[config.mk]
export PLATFORM = sky130hd
export DESIGN_NAME = block_mean_buffer
export DESIGN_NICKNAME = d
export VERILOG_FILES = /design/src/rtl/block_mean_buffer_pkg.sv /design/src/rtl/block_sample_ram.sv /design/src/rtl/block_mean_buffer.sv
export SDC_FILE = /design/constraint.sdc
export NUM_CORES = 1
export LEC_CHECK = 0
export ABC_AREA = 1
export CORE_MARGIN = 5
export CORE_UTILIZATION = 66
export CTS_CLUSTER_SIZE = 20
export DETAILED_ROUTE_END_ITERATION = 16
export PLACE_DENSITY = 0.83
export SLEW_MARGIN = 0
export SYNTH_ARGS = -nofsm -noshare
export SYNTH_HDL_FRONTEND = slang
export SYNTH_HIERARCHICAL = 1
export SYNTH_SLANG_ARGS = --single-unit
export TNS_END_PERCENT = 100
[constraint.sdc]
create_clock -name clk -period 6.6 [get_ports clk]
set_clock_uncertainty 0.15 [all_clocks]
set_input_delay 0.66 -clock clk [delete_from_list [all_inputs] [get_ports clk]]
set_output_delay 0.66 -clock clk [all_outputs]
set_load 0.1 [all_outputs]
[src/rtl/block_mean_buffer_pkg.sv]
// block_mean_buffer_pkg: shared types and defaults for the block statistics stages
// (block_mean_buffer, variance_unit and later noise-estimation stages).
// Holds the block FSM state encoding, default geometry and the accumulator width helper.
package block_mean_buffer_pkg;

  localparam int DATA_WIDTH_DEF          = 8;
  localparam int TOTAL_SAMPLES_DEF       = 64;
  localparam int TOTAL_SAMPLES_WIDTH_DEF = 6;
  localparam int DRAIN_CYCLES_DEF        = 3;

  // A sum of 2**tsw samples of dw bits needs dw+tsw bits and can never overflow.
  function automatic int sum_width(input int dw, input int tsw);
    return dw + tsw;
  endfunction

  localparam int SUM_WIDTH_DEF = sum_width(DATA_WIDTH_DEF, TOTAL_SAMPLES_WIDTH_DEF);

  typedef enum logic [2:0] {
    FILL   = 3'd0,
    MEAN   = 3'd1,
    START  = 3'd2,
    REPLAY = 3'd3,
    DRAIN  = 3'd4
  } blk_state_e;

endpackage

[src/rtl/block_sample_ram.sv]
// block_sample_ram: single-port TOTAL_SAMPLES x DATA_WIDTH sample store, drop-in for an SRAM macro.
// Latency: write takes effect at the clock edge; read data appears one edge after the address.
// Backpressure: none; one access per cycle, write has priority (rdata holds during writes).
// Ports: clk; we = write enable; addr = shared read/write address; wdata = write data;
//        rdata = registered read data.
module block_sample_ram #(
  parameter int DATA_WIDTH = 8,
  parameter int DEPTH      = 64,
  parameter int ADDR_WIDTH = 6
) (
  input  logic                  clk,
  input  logic                  we,
  input  logic [ADDR_WIDTH-1:0] addr,
  input  logic [DATA_WIDTH-1:0] wdata,
  output logic [DATA_WIDTH-1:0] rdata
);

  logic [DATA_WIDTH-1:0] mem [DEPTH];

  // No reset: contents are always rewritten during FILL before they are replayed.
  always_ff @(posedge clk) begin
    if (we) begin
      mem[addr] <= wdata;
    end else begin
      rdata <= mem[addr];
    end
  end

endmodule

[src/rtl/block_mean_buffer.sv]
// block_mean_buffer: captures a block of TOTAL_SAMPLES pixels, computes its mean, replays them.
// Latency: last sample accepted at edge N -> mean_out after N+1, start pulse next cycle, samples follow.
// Backpressure: in_ready is low from MEAN until DRAIN exits; downstream cannot stall the replay.
// Ports: clk, rst (async, active high); data_in/data_valid_in/in_ready = sample input;
//        data_out/data_valid_out = replayed samples; start_data_out = pulse before replay;
//        mean_out = block mean held until the next block's MEAN; block_done = last DRAIN cycle.
// Build option: define BLOCK_MEAN_ROUND_EN for round-half-up mean instead of truncation.
module block_mean_buffer
  import block_mean_buffer_pkg::*;
#(
  parameter int DATA_WIDTH          = DATA_WIDTH_DEF,
  parameter int TOTAL_SAMPLES       = TOTAL_SAMPLES_DEF,
  parameter int TOTAL_SAMPLES_WIDTH = TOTAL_SAMPLES_WIDTH_DEF,
  parameter int DRAIN_CYCLES        = DRAIN_CYCLES_DEF
) (
  input  logic                  clk,
  input  logic                  rst,
  input  logic [DATA_WIDTH-1:0] data_in,
  input  logic                  data_valid_in,
  output logic                  in_ready,
  output logic [DATA_WIDTH-1:0] data_out,
  output logic                  data_valid_out,
  output logic                  start_data_out,
  output logic [DATA_WIDTH-1:0] mean_out,
  output logic                  block_done
);

  localparam int SUM_W = sum_width(DATA_WIDTH, TOTAL_SAMPLES_WIDTH);

  typedef logic [TOTAL_SAMPLES_WIDTH-1:0] addr_t;

  localparam addr_t LAST_ADDR  = addr_t'(TOTAL_SAMPLES - 1);
  // The shared counter also times DRAIN, so DRAIN_CYCLES must not exceed TOTAL_SAMPLES.
  localparam addr_t LAST_DRAIN = addr_t'(DRAIN_CYCLES - 1);

  blk_state_e            state, state_nxt;
  addr_t                 addr, addr_nxt;
  addr_t                 cnt, cnt_nxt;
  logic [SUM_W-1:0]      sum, sum_nxt;
  logic [DATA_WIDTH-1:0] mean_nxt;
  logic [DATA_WIDTH-1:0] ram_rdat;
  logic                  accept_vld;

  assign accept_vld = data_valid_in && in_ready;

`ifdef BLOCK_MEAN_ROUND_EN
  assign mean_nxt = DATA_WIDTH'((sum + SUM_W'(TOTAL_SAMPLES / 2)) >> TOTAL_SAMPLES_WIDTH);
`else
  assign mean_nxt = DATA_WIDTH'(sum >> TOTAL_SAMPLES_WIDTH);
`endif

  // One address counter serves both ports of the single-port RAM: it is the write
  // pointer in FILL and runs as a read pointer from MEAN onward, two reads ahead of
  // data_out (RAM read register + output register), so buf[0] is read during MEAN.
  block_sample_ram #(
    .DATA_WIDTH(DATA_WIDTH),
    .DEPTH     (TOTAL_SAMPLES),
    .ADDR_WIDTH(TOTAL_SAMPLES_WIDTH)
  ) u_ram (
    .clk  (clk),
    .we   (accept_vld),
    .addr (addr),
    .wdata(data_in),
    .rdata(ram_rdat)
  );

  always_comb begin
    state_nxt = state;
    addr_nxt  = addr;
    cnt_nxt   = cnt;
    sum_nxt   = sum;
    case (state)
      FILL: begin
        if (accept_vld) begin
          addr_nxt = addr + 1'b1;  // wraps to 0 after the last sample
          sum_nxt  = sum + SUM_W'(data_in);
          if (addr == LAST_ADDR) begin
            state_nxt = MEAN;
          end
        end
      end
      MEAN: begin
        addr_nxt  = addr + 1'b1;
        sum_nxt   = '0;
        state_nxt = START;
      end
      START: begin
        addr_nxt  = addr + 1'b1;
        cnt_nxt   = '0;
        state_nxt = REPLAY;
      end
      REPLAY: begin
        // Reads past the block wrap harmlessly; their data is never shown.
        addr_nxt = addr + 1'b1;
        cnt_nxt  = cnt + 1'b1;
        if (cnt == LAST_ADDR) begin
          addr_nxt  = '0;
          cnt_nxt   = '0;
          state_nxt = DRAIN;
        end
      end
      DRAIN: begin
        cnt_nxt = cnt + 1'b1;
        if (cnt == LAST_DRAIN) begin
          cnt_nxt   = '0;
          state_nxt = FILL;
        end
      end
      default: begin
        addr_nxt  = '0;
        cnt_nxt   = '0;
        sum_nxt   = '0;
        state_nxt = FILL;
      end
    endcase
  end

  // Outputs are decoded from the next state so every output is a plain flop.
  always_ff @(posedge clk or posedge rst) begin
    if (rst) begin
      state          <= FILL;
      addr           <= '0;
      cnt            <= '0;
      sum            <= '0;
      in_ready       <= 1'b1;
      data_out       <= '0;
      data_valid_out <= 1'b0;
      start_data_out <= 1'b0;
      mean_out       <= '0;
      block_done     <= 1'b0;
    end else begin
      state          <= state_nxt;
      addr           <= addr_nxt;
      cnt            <= cnt_nxt;
      sum            <= sum_nxt;
      in_ready       <= (state_nxt == FILL);
      start_data_out <= (state_nxt == START);
      data_valid_out <= (state_nxt == REPLAY);
      data_out       <= (state_nxt == REPLAY) ? ram_rdat : '0;
      block_done     <= (state_nxt == DRAIN) && (cnt_nxt == LAST_DRAIN);
      if (state == MEAN) begin
        mean_out <= mean_nxt;
      end
    end
  end

endmodule

==> flow_metrics.py <==
metrics = {
    "status": {
        "status": "finished clean",
    },
    "die": {
        "num_io_pins": 31,
        "core_area_sq_mm": 0.0368,
        "dieWidth_um": 203,
        "rows": 70,
        "die_area_sq_mm": 0.0414,
        "die_y_um": 203,
        "initial_core_util": 0.672,
    },
    "drt": {
        "dr_total_vias": 17484,
        "drc": 0,
        "drtAntennaViolNets": 0,
        "wirelength_mm": 59.3,
        "routedWlPerCell_um": 19.7,
        "dr.first_iter.drc_count": 2367,
        "first_pass_iters": 6,
        "vias_per_cell": 5.80,
    },
    "clock_network": {
        "postCtsSetupRepairBufs": 0,
        "clock_sinks": 569,
        "cts_resized": 0,
        "ctsLongestPathBuffers": 3,
        "clockRootBuffer": "clkbuf_16",
        "numCtsBuffers": 54,
        "clkLatencyLatePin_ns": 0.60,
        "cts_tree": "built",
        "clk_pin_slew_ns": 0.06,
        "cts-hold-fix-buffers": 0,
        "h-tree-depth": 2,
    },
    "logic_synthesis": {
        "synth_edf_count": 520,
        "ys_seq_area_frac": 0.682,
        "synth_ff_type": "edfxtp_1",
        "syn_inst": 2497,
        "synth_top_area_share": 0.632,
        "yosys-top-cells-area": "edfxtp_1 63%, nand2_1 22%, dfrtp_1 4.9%",
        "synthTopCellsByCount": "1463 x nand2_1, 520 x edfxtp_1, 130 x nor2_1, 76 x inv_1, 55 x buf_2",
        "synth-warning-count": 6,
        "synth_area_sq_mm": 0.0247,
        "synth-seq-cells": 569,
        "syn_nets": 2520,
        "yosysMostFrequentCell": "nand2_1",
        "synth_cell_types": 42,
        "synth_area_leader_cell": "edfxtp_1",
        "async_reset_ff_frac": 0.0861,
        "synth.avg_cell_area_sq_um": 9.89,
    },
    "sta": {
        "setup_viol": 0,
        "slew_viol_final": 0,
        "hold_viol_final": 0,
        "slew_headroom": 0.120,
        "layout_min_cycle_time_ns": 4.40,
        "fin_tns_setup_ns": 0,
        "fin_crit_sh": 0.666,
        "rsz0062_at_grt": "false",
        "fmax_mhz": 227,
        "max_slew.worst_pin.slew_ns": 1.31,
        "holdWs_ns": 0.264,
    },
    "power_and_ir_drop": {
        "power.density_mw_per_mm2": 259,
        "internal_power_mw": 5.60,
        "p_comb_frac": 0.012,
        "swShare": 0.196,
        "p_leak_nw": 11.2,
        "pwr-share-seq": 0.565,
        "clock_power_share": 0.422,
        "p_switching_mw": 1.36,
        "ir_worst_vdd_mv": 0.259,
    },
    "global_route": {
        "grt_max_degree": 109,
        "grt_antenna_before_repair": 0,
        "globalRouteOverflowTotal": 0,
        "grt_pass1_vias": 17150,
        "gr-usage-all-layers": 0.287,
        "grt_pass1_wl_mm": 92.3,
    },
    "worst_hold_path": {
        "hold_path.class": "input pin to flip-flop",
        "hold_path.startpoint": "data_in[0]",
    },
    "layout": {
        "drive_gt1_frac": 0.0570,
        "fin_area_sq_mm": 0.0268,
        "fillCellCount": 2451,
        "antenna_cells": 0,
        "nets": 2523,
        "area_delta_synth_final_pct": 8.61,
        "final_cells": 3012,
    },
    "setup_path": {
        "r2r_start": "addr[1]",
        "slowest_delay_ns": 0.90,
        "crit_type": "flip-flop to flip-flop",
        "worstPathCellList": "clkinv_2 -> nor2_2 -> nand3_1 -> nor2_1",
        "end_kind": "flip-flop",
        "required_ns": 6.66,
        "slowest_stage": "dfrtp_4",
        "cp-start-kind": "flip-flop",
        "cp-startpoint": "addr[1]",
        "worstPathArrival_ns": 4.46,
        "cp_max_fo": 64,
    },
    "placement": {
        "port_buffers": 30,
        "postPlaceCellArea_sq_mm": 0.0251,
        "dp_hpwl_mm": 34.0,
        "dp.cells": 2912,
        "gp_congestion": 0.897,
    },
    "flow_run": {
        "cap_violations": 0,
    },
}
==> worst max-delay path: cells and delay by family, from the launching register on <==
family / cells / cell delay (ns)
buffers and inverters: 1 / 0.76
flip-flops: 1 / 0.90
AND/OR/NAND/NOR: 3 / 2.14
==> kinds of logic after synthesis <==
group / synth area share
xor+xnor: 0.00177
flops: 0.682
buf+inv: 0.0359
fa+ha+maj: 0.00638
simple gates: 0.261
compound gates: 0.0137
==> layout make-up <==
type                       instances  area [sq um]  area share
clock buffer                      74          1530      0.0571
clock inverter                    26           145     0.00541
inverter                          85           325      0.0121
sequential                       569         16900       0.628
multi-input combinational       1740          6980       0.260
timing repair buffer              50           410      0.0153
tap                              468           586      0.0218
==> per-stage QoR <==
stage / total power [mW] / setup slack [ns] / utilization
floorplan: 4.02 / 3.73 / -
global placement: 4.09 / 2.60 / 0.684
detailed placement: 4.09 / 2.52 / 0.684
CTS: 6.99 / 2.47 / 0.729
global route: 7.14 / 2.21 / 0.729
finish: 6.96 / 2.20 / 0.729
==> sequential cells by signal (all words and copies together), names as in the netlist, 3 cells and up <==
signal / count
sum: 14
u_ram/rdata: 8
mean_out: 8
addr: 6
cnt: 6
u_ram/mem: 512
data_out: 8
state: 3
==> power by group through the flow <==
stage	Clock, mW	Combinational, mW	Sequential [mW]
2_1_floorplan	0	0.0105	4.01
3_3_place_gp	0	0.0855	4.01
3_5_place_dp	0	0.0869	4.01
4_1_cts	2.97	0.0869	3.93
5_1_grt	3.12	0.0930	3.93
6_report	2.94	0.0868	3.93
==> routing by layer <==
layer / GRT usage / wire length, um / up-vias
met5: 0 / 0 / -
met4: 0.115 / 2410 / 0
met3: 0.0480 / 6110 / 178
met2: 0.461 / 27900 / 1019
met1: 0.399 / 22900 / 8221
li1: - / - / 8066
==> worst paths after layout <==
check / end / slack (ns) / depth (start not counted)
min in group asynchronous: mean_out[7] / 0.40 / 3
setup / recovery: u_ram/mem[50][5] / 2.20 / 4
hold reg to reg: mean_out[5] / 0.33 / 2
max in group asynchronous: addr[1] / 5.41 / 3
hold / removal: u_ram/mem[12][0] / 0.26 / 1
setup reg to reg: u_ram/mem[50][5] / 2.20 / 4
==> placed cells by master, fill, tap and decap left out, types with 2 or more instances in the layout <==
master and n:
nor2_1 130, o22ai_1 2, o21ai_2 3, dfrtp_1 45, clkinv_2 11, clkbuf_8 6
inv_2 6, a21oi_1 10, clkinv_1 16, nor3_1 7, nor2_4 2, a31oi_1 2
inv_1 74, o21ai_0 23, buf_4 20, edfxtp_1 520, nand2_1 1463, clkbuf_1 11
xor2_1 2, xnor2_1 3, or2_2 6, ha_1 11, nor2_2 3, dfrtp_4 2
nand4_1 4, buf_2 8, nor3_2 9, nand3_1 33, o211ai_1 7, inv_6 2
clkbuf_16 56, nand2_2 4, clkdlybuf4s50_1 22, o21ai_1 6
Power figures use the tool's default switching activity.
